==> config.mk <==
export PLATFORM = sky130hd
export DESIGN_NAME = mips_regwrite_arbiter
export DESIGN_NICKNAME = d
export VERILOG_FILES = /design/src/rtl/mips_regwrite_arbiter.sv
export SDC_FILE = /design/constraint.sdc
export NUM_CORES = 1
export LEC_CHECK = 0
export CAP_MARGIN = 20
export CORE_ASPECT_RATIO = 1.5
export CORE_MARGIN = 2
export CORE_UTILIZATION = 30
export CTS_CLUSTER_DIAMETER = 120
export DETAILED_ROUTE_END_ITERATION = 16
export GPL_ROUTABILITY_DRIVEN = 0
export PLACE_DENSITY = 0.77
export SYNTH_ARGS = -nofsm -noshare
export SYNTH_HDL_FRONTEND = slang
export SYNTH_SLANG_ARGS = --single-unit
==> constraint.sdc <==
create_clock -name clk -period 2.58 [get_ports clk]
set_input_delay 0.258 -clock clk [delete_from_list [all_inputs] [get_ports clk]]
set_output_delay 0.258 -clock clk [all_outputs]
set_load 0.03 [all_outputs]
==> src/rtl/mips_regwrite_arbiter.sv <==
// rtl/mips_regwrite_arbiter.sv - three-source register file write port arbiter (option: MIPS_ARB_FIXED_PRIORITY_EN)
module mips_regwrite_arbiter #(
    parameter int CNT_W = 16
) (
    input  logic             clk,
    input  logic             reset,
    input  logic             alu_valid,
    input  logic [4:0]       alu_reg,
    input  logic [31:0]      alu_data,
    output logic             alu_ready,
    input  logic             mem_valid,
    input  logic [4:0]       mem_reg,
    input  logic [31:0]      mem_data,
    output logic             mem_ready,
    input  logic             md_valid,
    input  logic [4:0]       md_reg,
    input  logic [31:0]      md_data,
    output logic             md_ready,
    output logic [4:0]       write_reg,
    output logic [31:0]      write_data,
    output logic             signal_reg_write,
    output logic [CNT_W-1:0] conflict_cycles
);

    logic [2:0]       valid_vec;
    logic [2:0]       grant;
    logic [2:0]       grant_ok;
    logic             multi_req;
    logic [4:0]       write_reg_q, write_reg_d;
    logic [31:0]      write_data_q, write_data_d;
    logic             signal_reg_write_q, signal_reg_write_d;
    logic [CNT_W-1:0] conflict_cycles_q, conflict_cycles_d;

    assign valid_vec = {md_valid, mem_valid, alu_valid};
    assign multi_req = (alu_valid & mem_valid) | (alu_valid & md_valid) | (mem_valid & md_valid);

`ifdef MIPS_ARB_FIXED_PRIORITY_EN
    always_comb begin
        grant    = '0;
        grant[1] = mem_valid;
        grant[0] = alu_valid & ~mem_valid;
        grant[2] = md_valid & ~mem_valid & ~alu_valid;
    end
`else
    logic [1:0] last_grant_q, last_grant_d;
    logic [1:0] start_idx;
    logic [2:0] idx;
    logic       found;

    // Search begins one past the last winner, wrapping MD back to ALU.
    always_comb begin
        grant     = '0;
        found     = 1'b0;
        idx       = '0;
        start_idx = (last_grant_q == 2'd2) ? 2'd0 : last_grant_q + 2'd1;
        for (int i = 0; i < 3; i++) begin
            idx = {1'b0, start_idx} + 3'(i);
            if (idx >= 3'd3) begin
                idx = idx - 3'd3;
            end
            if (!found && valid_vec[idx[1:0]]) begin
                grant[idx[1:0]] = 1'b1;
                found           = 1'b1;
            end
        end
    end

    always_comb begin
        last_grant_d = last_grant_q;
        if (grant_ok[0]) begin
            last_grant_d = 2'd0;
        end else if (grant_ok[1]) begin
            last_grant_d = 2'd1;
        end else if (grant_ok[2]) begin
            last_grant_d = 2'd2;
        end
    end

    always_ff @(posedge clk) begin
        if (reset) begin
            last_grant_q <= 2'd2;
        end else begin
            last_grant_q <= last_grant_d;
        end
    end
`endif

    assign grant_ok  = reset ? 3'b000 : grant;
    assign alu_ready = grant_ok[0];
    assign mem_ready = grant_ok[1];
    assign md_ready  = grant_ok[2];

    // A $0 grant still completes the handshake and loads the data, only the enable is dropped.
    always_comb begin
        write_reg_d        = write_reg_q;
        write_data_d       = write_data_q;
        signal_reg_write_d = 1'b0;
        if (grant_ok[0]) begin
            write_reg_d  = alu_reg;
            write_data_d = alu_data;
        end else if (grant_ok[1]) begin
            write_reg_d  = mem_reg;
            write_data_d = mem_data;
        end else if (grant_ok[2]) begin
            write_reg_d  = md_reg;
            write_data_d = md_data;
        end
        if (|grant_ok) begin
            signal_reg_write_d = (write_reg_d != 5'd0);
        end
        conflict_cycles_d = conflict_cycles_q;
        if (multi_req && !(&conflict_cycles_q)) begin
            conflict_cycles_d = conflict_cycles_q + 1'b1;
        end
    end

    always_ff @(posedge clk) begin
        if (reset) begin
            write_reg_q        <= '0;
            write_data_q       <= '0;
            signal_reg_write_q <= 1'b0;
            conflict_cycles_q  <= '0;
        end else begin
            write_reg_q        <= write_reg_d;
            write_data_q       <= write_data_d;
            signal_reg_write_q <= signal_reg_write_d;
            conflict_cycles_q  <= conflict_cycles_d;
        end
    end

    assign write_reg        = write_reg_q;
    assign write_data       = write_data_q;
    assign signal_reg_write = signal_reg_write_q;
    assign conflict_cycles  = conflict_cycles_q;

endmodule

==> flow_summary.json, run 1 <==
{
  "clock.fmax_ghz": 0.3700,
  "hp-class": "register to register",
  "rsz0062_at_grt": "true",
  "finalCritPeriodShare_pct": 104.8,
  "viasPerCell": 5.196,
  "synth_area_per_cell_um2": 8.864,
  "p_seq_share_pct": 32.9,
  "cts_hold_buf": 0,
  "required_ns": 2.77,
  "rr_endpoint": "signal_reg_write$_SDFF_PP0_",
  "path_clk_slew_ns": 0.07,
  "p_int_uw": 2118,
  "cp-start-kind": "register",
  "swShare_pct": 33.95,
  "nets": 709,
  "yosysUniqueCellTypes": 53,
  "cts.path.max_buffers": 2,
  "worst_pin_slew_ns": 0.5353,
  "reg2reg_slack_ns": -0.12,
  "die_h_um": 133.8,
  "rows": 47,
  "clock-sinks": 56,
  "drtPass1Iterations": 7,
  "io_buffer_count": 172,
  "hold_viol_final": 0,
  "start_util_pct": 30.63,
  "drc_errors": 0,
  "fp.dieW_um": 90.52,
  "track_usage_pct": 19.43,
  "hpwl_mm": 8.857,
  "dieArea_um2": 12110,
  "setup_tns_ns": -2.343,
  "syn_to_final_growth_pct": 84.25,
  "crit_arrival_ns": 2.89,
  "yosys_register_bits": 56,
  "clock_latency_ns": 0.29,
  "vias": 3840,
  "hp-start": "write_data[14]$_SDFFE_PP0P_",
  "synth_area_um2": 3368,
  "netSwitchingPower_uw": 1089,
  "largest_reg_flops": 32,
  "layout-drive-gt1-share_pct": 25.17,
  "grt_pass1_wl_mm": 19.23,
  "cts-buffers-inserted": 5,
  "antenna_found_initial": 0,
  "reg2reg_from": "last_grant_q[0]$_SDFFE_PP0P_",
  "finalSetupViolCount": 36,
  "wl_per_cell_um": 17.12,
  "num_antenna_cells": 0,
  "p_leak_uw": 0.002269,
  "min_to": "write_data[14]$_SDFFE_PP0P_",
  "combPwrFrac_pct": 46.0,
  "crit_type": "register to register",
  "maxSlewHeadroom_pct": 64.22,
  "powerDensity_nw_per_um2": 516.8,
  "min_period_ns": 2.703,
  "dp_slack_ns": -0.3206,
  "cts_max_level": 2,
  "wirelength_mm": 12.65,
  "maxSlewViolCount": 0,
  "crit_fanout": 7,
  "p_clk_share_pct": 21.0,
  "ios": 173,
  "layout_setup_ws_ns": -0.1229,
  "dp.cells": 710,
  "violations": "negative setup slack",
  "grt_pass1_vias": 3889,
  "whs_path_depth": 1,
  "cp-end-kind": "register",
  "drt-initial-drc-count": 100,
  "drv_cap": 0,
  "fin_cells": 739,
  "rr_worst_depth": 11,
  "cts_tree": "built",
  "antenna_left": 0,
  "grt-ovfl-total": 0,
  "ir_drop_mv": 0.2969,
  "yosys_warnings": 0,
  "grt_max_degree": 35,
  "hold_slack_ns": 0.4771,
  "status": "complete, but fails checks",
  "netlist_instances": 380,
  "core_area_um2": 11000,
  "fin_util_pct": 56.43,
  "seq_area_frac_synth_pct": 33.28,
  "syn_nets": 498,
  "finClkSkew_ns": 0.006762,
  "cts-root-buf": "clkbuf_16"
}
-- per-layer routing --
| layer | share of wire, % | global-route usage [%] |
|---|---|---|
| met5 | 0 | 0 |
| met4 | 2.1 | 7.863 |
| met3 | 8.1 | 6.292 |
| met2 | 55 | 37.15 |
| met1 | 35 | 19.03 |
-- layout make-up --
class                   instances  area [µm²]
flip-flops and latches         56        1126
clock buffers                   6       128.9
multi-input cells             283        2322
clock inverters                 2       13.76
fillers                       938        4791
repair buffers                231        2371
inverters                      14       60.06
well taps                     147       183.9
-- worst max-delay path by stage --
| stage | slack [ns] | cells after the start | end | startpoint |
|---|---|---|---|---|
| after CTS | -0.10 | 12 | signal_reg_write$_SDFF_PP0_ | last_grant_q[0]$_SDFFE_PP0P_ |
| after detailed placement | -0.32 | 9 | signal_reg_write$_SDFF_PP0_ | mem_valid |
| after floorplan | -0.0005 | 13 | write_data[5]$_SDFFE_PP0P_ | last_grant_q[0]$_SDFFE_PP0P_ |
| after global routing | -0.25 | 12 | signal_reg_write$_SDFF_PP0_ | last_grant_q[0]$_SDFFE_PP0P_ |
| after global placement | -0.15 | 11 | write_data[15]$_SDFFE_PP0P_ | last_grant_q[0]$_SDFFE_PP0P_ |
| final | -0.12 | 11 | signal_reg_write$_SDFF_PP0_ | last_grant_q[0]$_SDFFE_PP0P_ |
-- synth_stat cells, drive strengths merged --
master / instances / share of area [%]
nor3b: 2 / 0.45
a211oi: 32 / 8.3
a31o: 34 / 8.8
nor2: 56 / 6.2
o211ai: 1 / 0.22
dfxtp: 56 / 33
a21oi: 10 / 1.8
nor3: 5 / 0.74
nand2: 13 / 1.4
nand4: 5 / 0.93
o221ai: 5 / 1.3
a21o: 2 / 0.45
maj3: 1 / 0.30
a2111oi: 7 / 2.4
clkinv: 1 / 0.11
nand2b: 3 / 0.56
a222oi: 4 / 1.2
or3: 2 / 0.37
nand3: 14 / 2.1
xnor2: 6 / 1.6
mux2i: 34 / 10
o21ai: 6 / 0.89
a31oi: 2 / 0.37
buf: 15 / 3.5
or2: 4 / 0.74
mux2: 1 / 0.33
and4: 4 / 1.2
or2b: 1 / 0.22
a41o: 1 / 0.30
nor4: 1 / 0.19
inv: 13 / 1.4
clkbuf: 14 / 1.6
xor2: 7 / 1.8
nor2b: 3 / 0.56
a21boi: 1 / 0.22
nand3b: 1 / 0.22
a2bb2oi: 1 / 0.26
nor4b: 1 / 0.71
and2: 3 / 0.56
or3b: 1 / 0.26
o22a: 1 / 0.26
o21a: 1 / 0.22
o31ai: 1 / 0.37
a22oi: 2 / 0.45
ha: 2 / 0.74
-- layout by cell type, fill, tap and decap left out, types with 6 or more instances in the layout --
cell,synthesis,layout
nand2_1,13,10
xnor2_1,6,6
dfxtp_1,56,54
xor2_1,7,7
mux2i_1,34,26
a211oi_1,24,13
inv_1,13,10
buf_6,5,7
a21oi_1,9,9
nand3_1,14,12
a31o_2,17,15
nor2_1,56,55
clkdlybuf4s50_1,0,169
a31o_1,17,17
buf_4,4,41
buf_12,0,6
clkbuf_16,0,6
a211oi_2,8,19
-- per-stage QoR --
| stage | instance area (µm²) | total power [µW] |
|---|---|---|
| 4_1_cts | 5952 | 3141 |
| 6_report | 6206 | 3207 |
| 3_3_place_gp | 5500 | 2325 |
| 2_1_floorplan | 3410 | 1760 |
| 5_1_grt | 6206 | 3359 |
| 3_5_place_dp | 5500 | 2356 |
-- worst max-delay path, stage by stage, from the launching register on --
cell	delay (ns)
dfxtp_4	0.37
inv_4	0.06
nand2_4	0.05
ha_4	0.24
buf_8	0.14
nor4b_4	0.36
a21oi_1	0.18
a2111oi_2	0.25
o221ai_1	0.20
a222oi_1	0.43
nand4_1	0.17
a2bb2oi_1	0.16
-- kinds of logic (layout without fill, tap and decap cells) --
kind of cell,Yosys count,after routing,share of synthesized area [%]
and+or+nand+nor,119,121,17.42
AOI/OAI and AO/OA,111,111,27.86
DFF,56,56,33.28
buffers and inverters,43,253,6.575
muxes,35,35,10.44
xor gates and xnor gates,13,13,3.380
adders and majority gates,3,3,1.040
-- what timing repair did --
| action | 4_1_cts | 5_1_grt |
|---|---|---|
| cloned | 4 | 2 |
| endpoints found under the setup margin | 41 | 40 |
| gates resized for setup | 37 | 38 |
| pin swaps | 14 | 22 |
| buffers inserted | 10 | 6 |
-- power groups by stage --
stage	combinational [µW]	clock, µW	sequential, µW
after CTS	1390	702	1050
after floorplan	470	0	1290
after global placement	1260	0	1070
after detailed placement	1280	0	1070
final	1480	674	1060
after global routing	1560	729	1070
No activity file was read; power rests on OpenSTA's default activity.
==> inputs of run 2 (changes only) <==
Settings changed: CELL_PAD_IN_SITES_DETAIL_PLACEMENT set to 0, CELL_PAD_IN_SITES_GLOBAL_PLACEMENT set to 1, CORE_UTILIZATION 30 to 26, PLACE_DENSITY 0.77 to 0.89.
==> run 2 against run 1 <==
Net effect:
- the flow still finishes with violations (negative setup slack)
- core utilization decreased by 6.7 points
- non-clock buffer count decreased by 6
- routed wire length increased by 4.1%
- die area increased by 15%
- critical path type unchanged
- largest power group unchanged
==> flow_summary.json, run 2 (synthesized netlist as in run 1, its figures left out) <==
{
  "drv_cap": 0,
  "cts-buffers-inserted": 5,
  "regArea_um2": 1126,
  "grt_pass1_vias": 3817,
  "min_period_ns": 2.702,
  "io_buffer_count": 172,
  "antenna_left": 0,
  "hp-start": "write_data[12]$_SDFFE_PP0P_",
  "p_leak_uw": 0.002259,
  "grt_max_degree": 63,
  "core_area_um2": 12570,
  "wl_per_cell_um": 17.79,
  "drt-initial-drc-count": 131,
  "grt-ovfl-total": 0,
  "finClkSkew_ns": 0.007857,
  "syn_to_final_growth_pct": 85.77,
  "reg2reg_from": "last_grant_q[1]$_SDFFE_PP1P_",
  "maxSlewViolCount": 0,
  "antenna_found_initial": 0,
  "vias": 3895,
  "die_h_um": 143.4,
  "crit_type": "register to register",
  "fp.dieW_um": 96.93,
  "cts.path.max_buffers": 2,
  "hold_slack_ns": 0.4745,
  "dieArea_um2": 13900,
  "start_util_pct": 26.79,
  "violations": "negative setup slack",
  "clock-sinks": 56,
  "cp-end-kind": "register",
  "hold_viol_final": 0,
  "cts_max_level": 2,
  "multi_input_area_um2": 2375,
  "crit_fanout": 8,
  "hpwl_mm": 8.954,
  "min_to": "write_data[12]$_SDFFE_PP0P_",
  "rr_worst_depth": 13,
  "required_ns": 2.77,
  "powerDensity_nw_per_um2": 534.7,
  "finalSetupViolCount": 37,
  "status": "complete, but fails checks",
  "viasPerCell": 5.264,
  "cts-root-buf": "clkbuf_16",
  "layout-drive-gt1-share_pct": 26.03,
  "drtPass1Iterations": 4,
  "power.total_uw": 3346,
  "rows": 50,
  "final_cell_mix": "169 x clkdlybuf4s50_1, 55 x nor2_1, 54 x dfxtp_1",
  "crit_arrival_ns": 2.89,
  "dp.cells": 709,
  "maxSlewHeadroom_pct": 55.33,
  "rsz0062_at_grt": "true",
  "fin_util_pct": 49.76,
  "cts_tree": "built",
  "ios": 173,
  "layout_setup_ws_ns": -0.1217,
  "nets": 701,
  "fin_cells": 740,
  "cp-start-kind": "register",
  "setup_tns_ns": -2.078,
  "wirelength_mm": 13.17,
  "grt_pass1_wl_mm": 19.73,
  "ir_drop_mv": 0.3005,
  "track_usage_pct": 17.37,
  "mostFrequentLayoutCell": "clkdlybuf4s50_1",
  "whs_path_depth": 1,
  "largest_reg_flops": 32,
  "drc_errors": 0,
  "fillers": 1129,
  "rr_endpoint": "write_data[5]$_SDFFE_PP0P_",
  "reg2reg_slack_ns": -0.12,
  "clock.fmax_ghz": 0.3701,
  "path_clk_slew_ns": 0.07,
  "clock_latency_ns": 0.29,
  "num_antenna_cells": 0,
  "hp-class": "register to register",
  "finalCritPeriodShare_pct": 104.7,
  "worst_pin_slew_ns": 0.6532
}
## run 2: critical path: stages (launching register included)
cell	delay, ns
dfxtp_2	0.34
inv_4	0.08
nand2_4	0.06
ha_4	0.26
buf_6	0.13
nor3b_4	0.24
o21ai_1	0.11
a21o_1	0.22
a21oi_4	0.31
buf_12	0.16
buf_12	0.15
mux2i_2	0.23
a211oi_2	0.08
a31o_2	0.21
## run 2: per-stage QoR
stage | area [µm²] | setup WS [ns]
3_5_place_dp | 5424 | -0.2091
5_1_grt | 6257 | -0.2570
6_report | 6257 | -0.1217
4_1_cts | 5863 | -0.06824
2_1_floorplan | 3410 | -0.0004676
3_3_place_gp | 5424 | -0.1393
## run 2: what timing repair did
action,in CTS,in global routing
endpoints found under the setup margin,41,41
cloned,3,3
hold buffers,0,0
endpoints found under the hold margin,0,0
buffers inserted,11,9
pin swaps,12,32
gates resized for setup,24,66
## run 2: how the worst max path moves through the flow
stage,startpoint,endpoint,slack (ns),cells after the start
CTS,last_grant_q[0]$_SDFFE_PP0P_,md_ready,-0.07,10
global route,last_grant_q[1]$_SDFFE_PP1P_,signal_reg_write$_SDFF_PP0_,-0.26,12
detailed placement,last_grant_q[1]$_SDFFE_PP1P_,write_data[29]$_SDFFE_PP0P_,-0.21,11
finish,last_grant_q[1]$_SDFFE_PP1P_,write_data[5]$_SDFFE_PP0P_,-0.12,13
global placement,last_grant_q[1]$_SDFFE_PP1P_,signal_reg_write$_SDFF_PP0_,-0.14,10
floorplan,last_grant_q[0]$_SDFFE_PP0P_,write_data[5]$_SDFFE_PP0P_,-0.0005,13
## run 2: cell type report
class | instances | share of cell area, %
multi-input cells | 281 | 37.95
repair buffers | 225 | 37.29
flip-flops and latches | 56 | 18.00
well taps | 156 | 3.119
clock buffers | 6 | 2.060
inverters | 14 | 0.9598
clock inverters | 2 | 0.6199
## run 2: where the power goes
part           switching (µW)  internal [µW]  total (µW)
Combinational             720            787        1510
Sequential               75.0            983        1060
Clock                     318            463         780
## run 2: per-layer routing
metal / vias to the layer above / global-route usage [%] / wire [µm] / part of all wire, %
li1: 1825 / - / - / -
met2: 181 / 33.74 / 7019 / 53
met5: - / 0 / 0 / 0
met3: 21 / 4.475 / 861 / 6.5
met1: 1868 / 18.74 / 5044 / 38
met4: 0 / 3.929 / 242 / 1.8
==> inputs of run 3 (changes only) <==
Settings changed: SLEW_MARGIN set to 25.
==> results of run 3 <==
The final DEF is identical to that of run 2; final timing and power are the same.
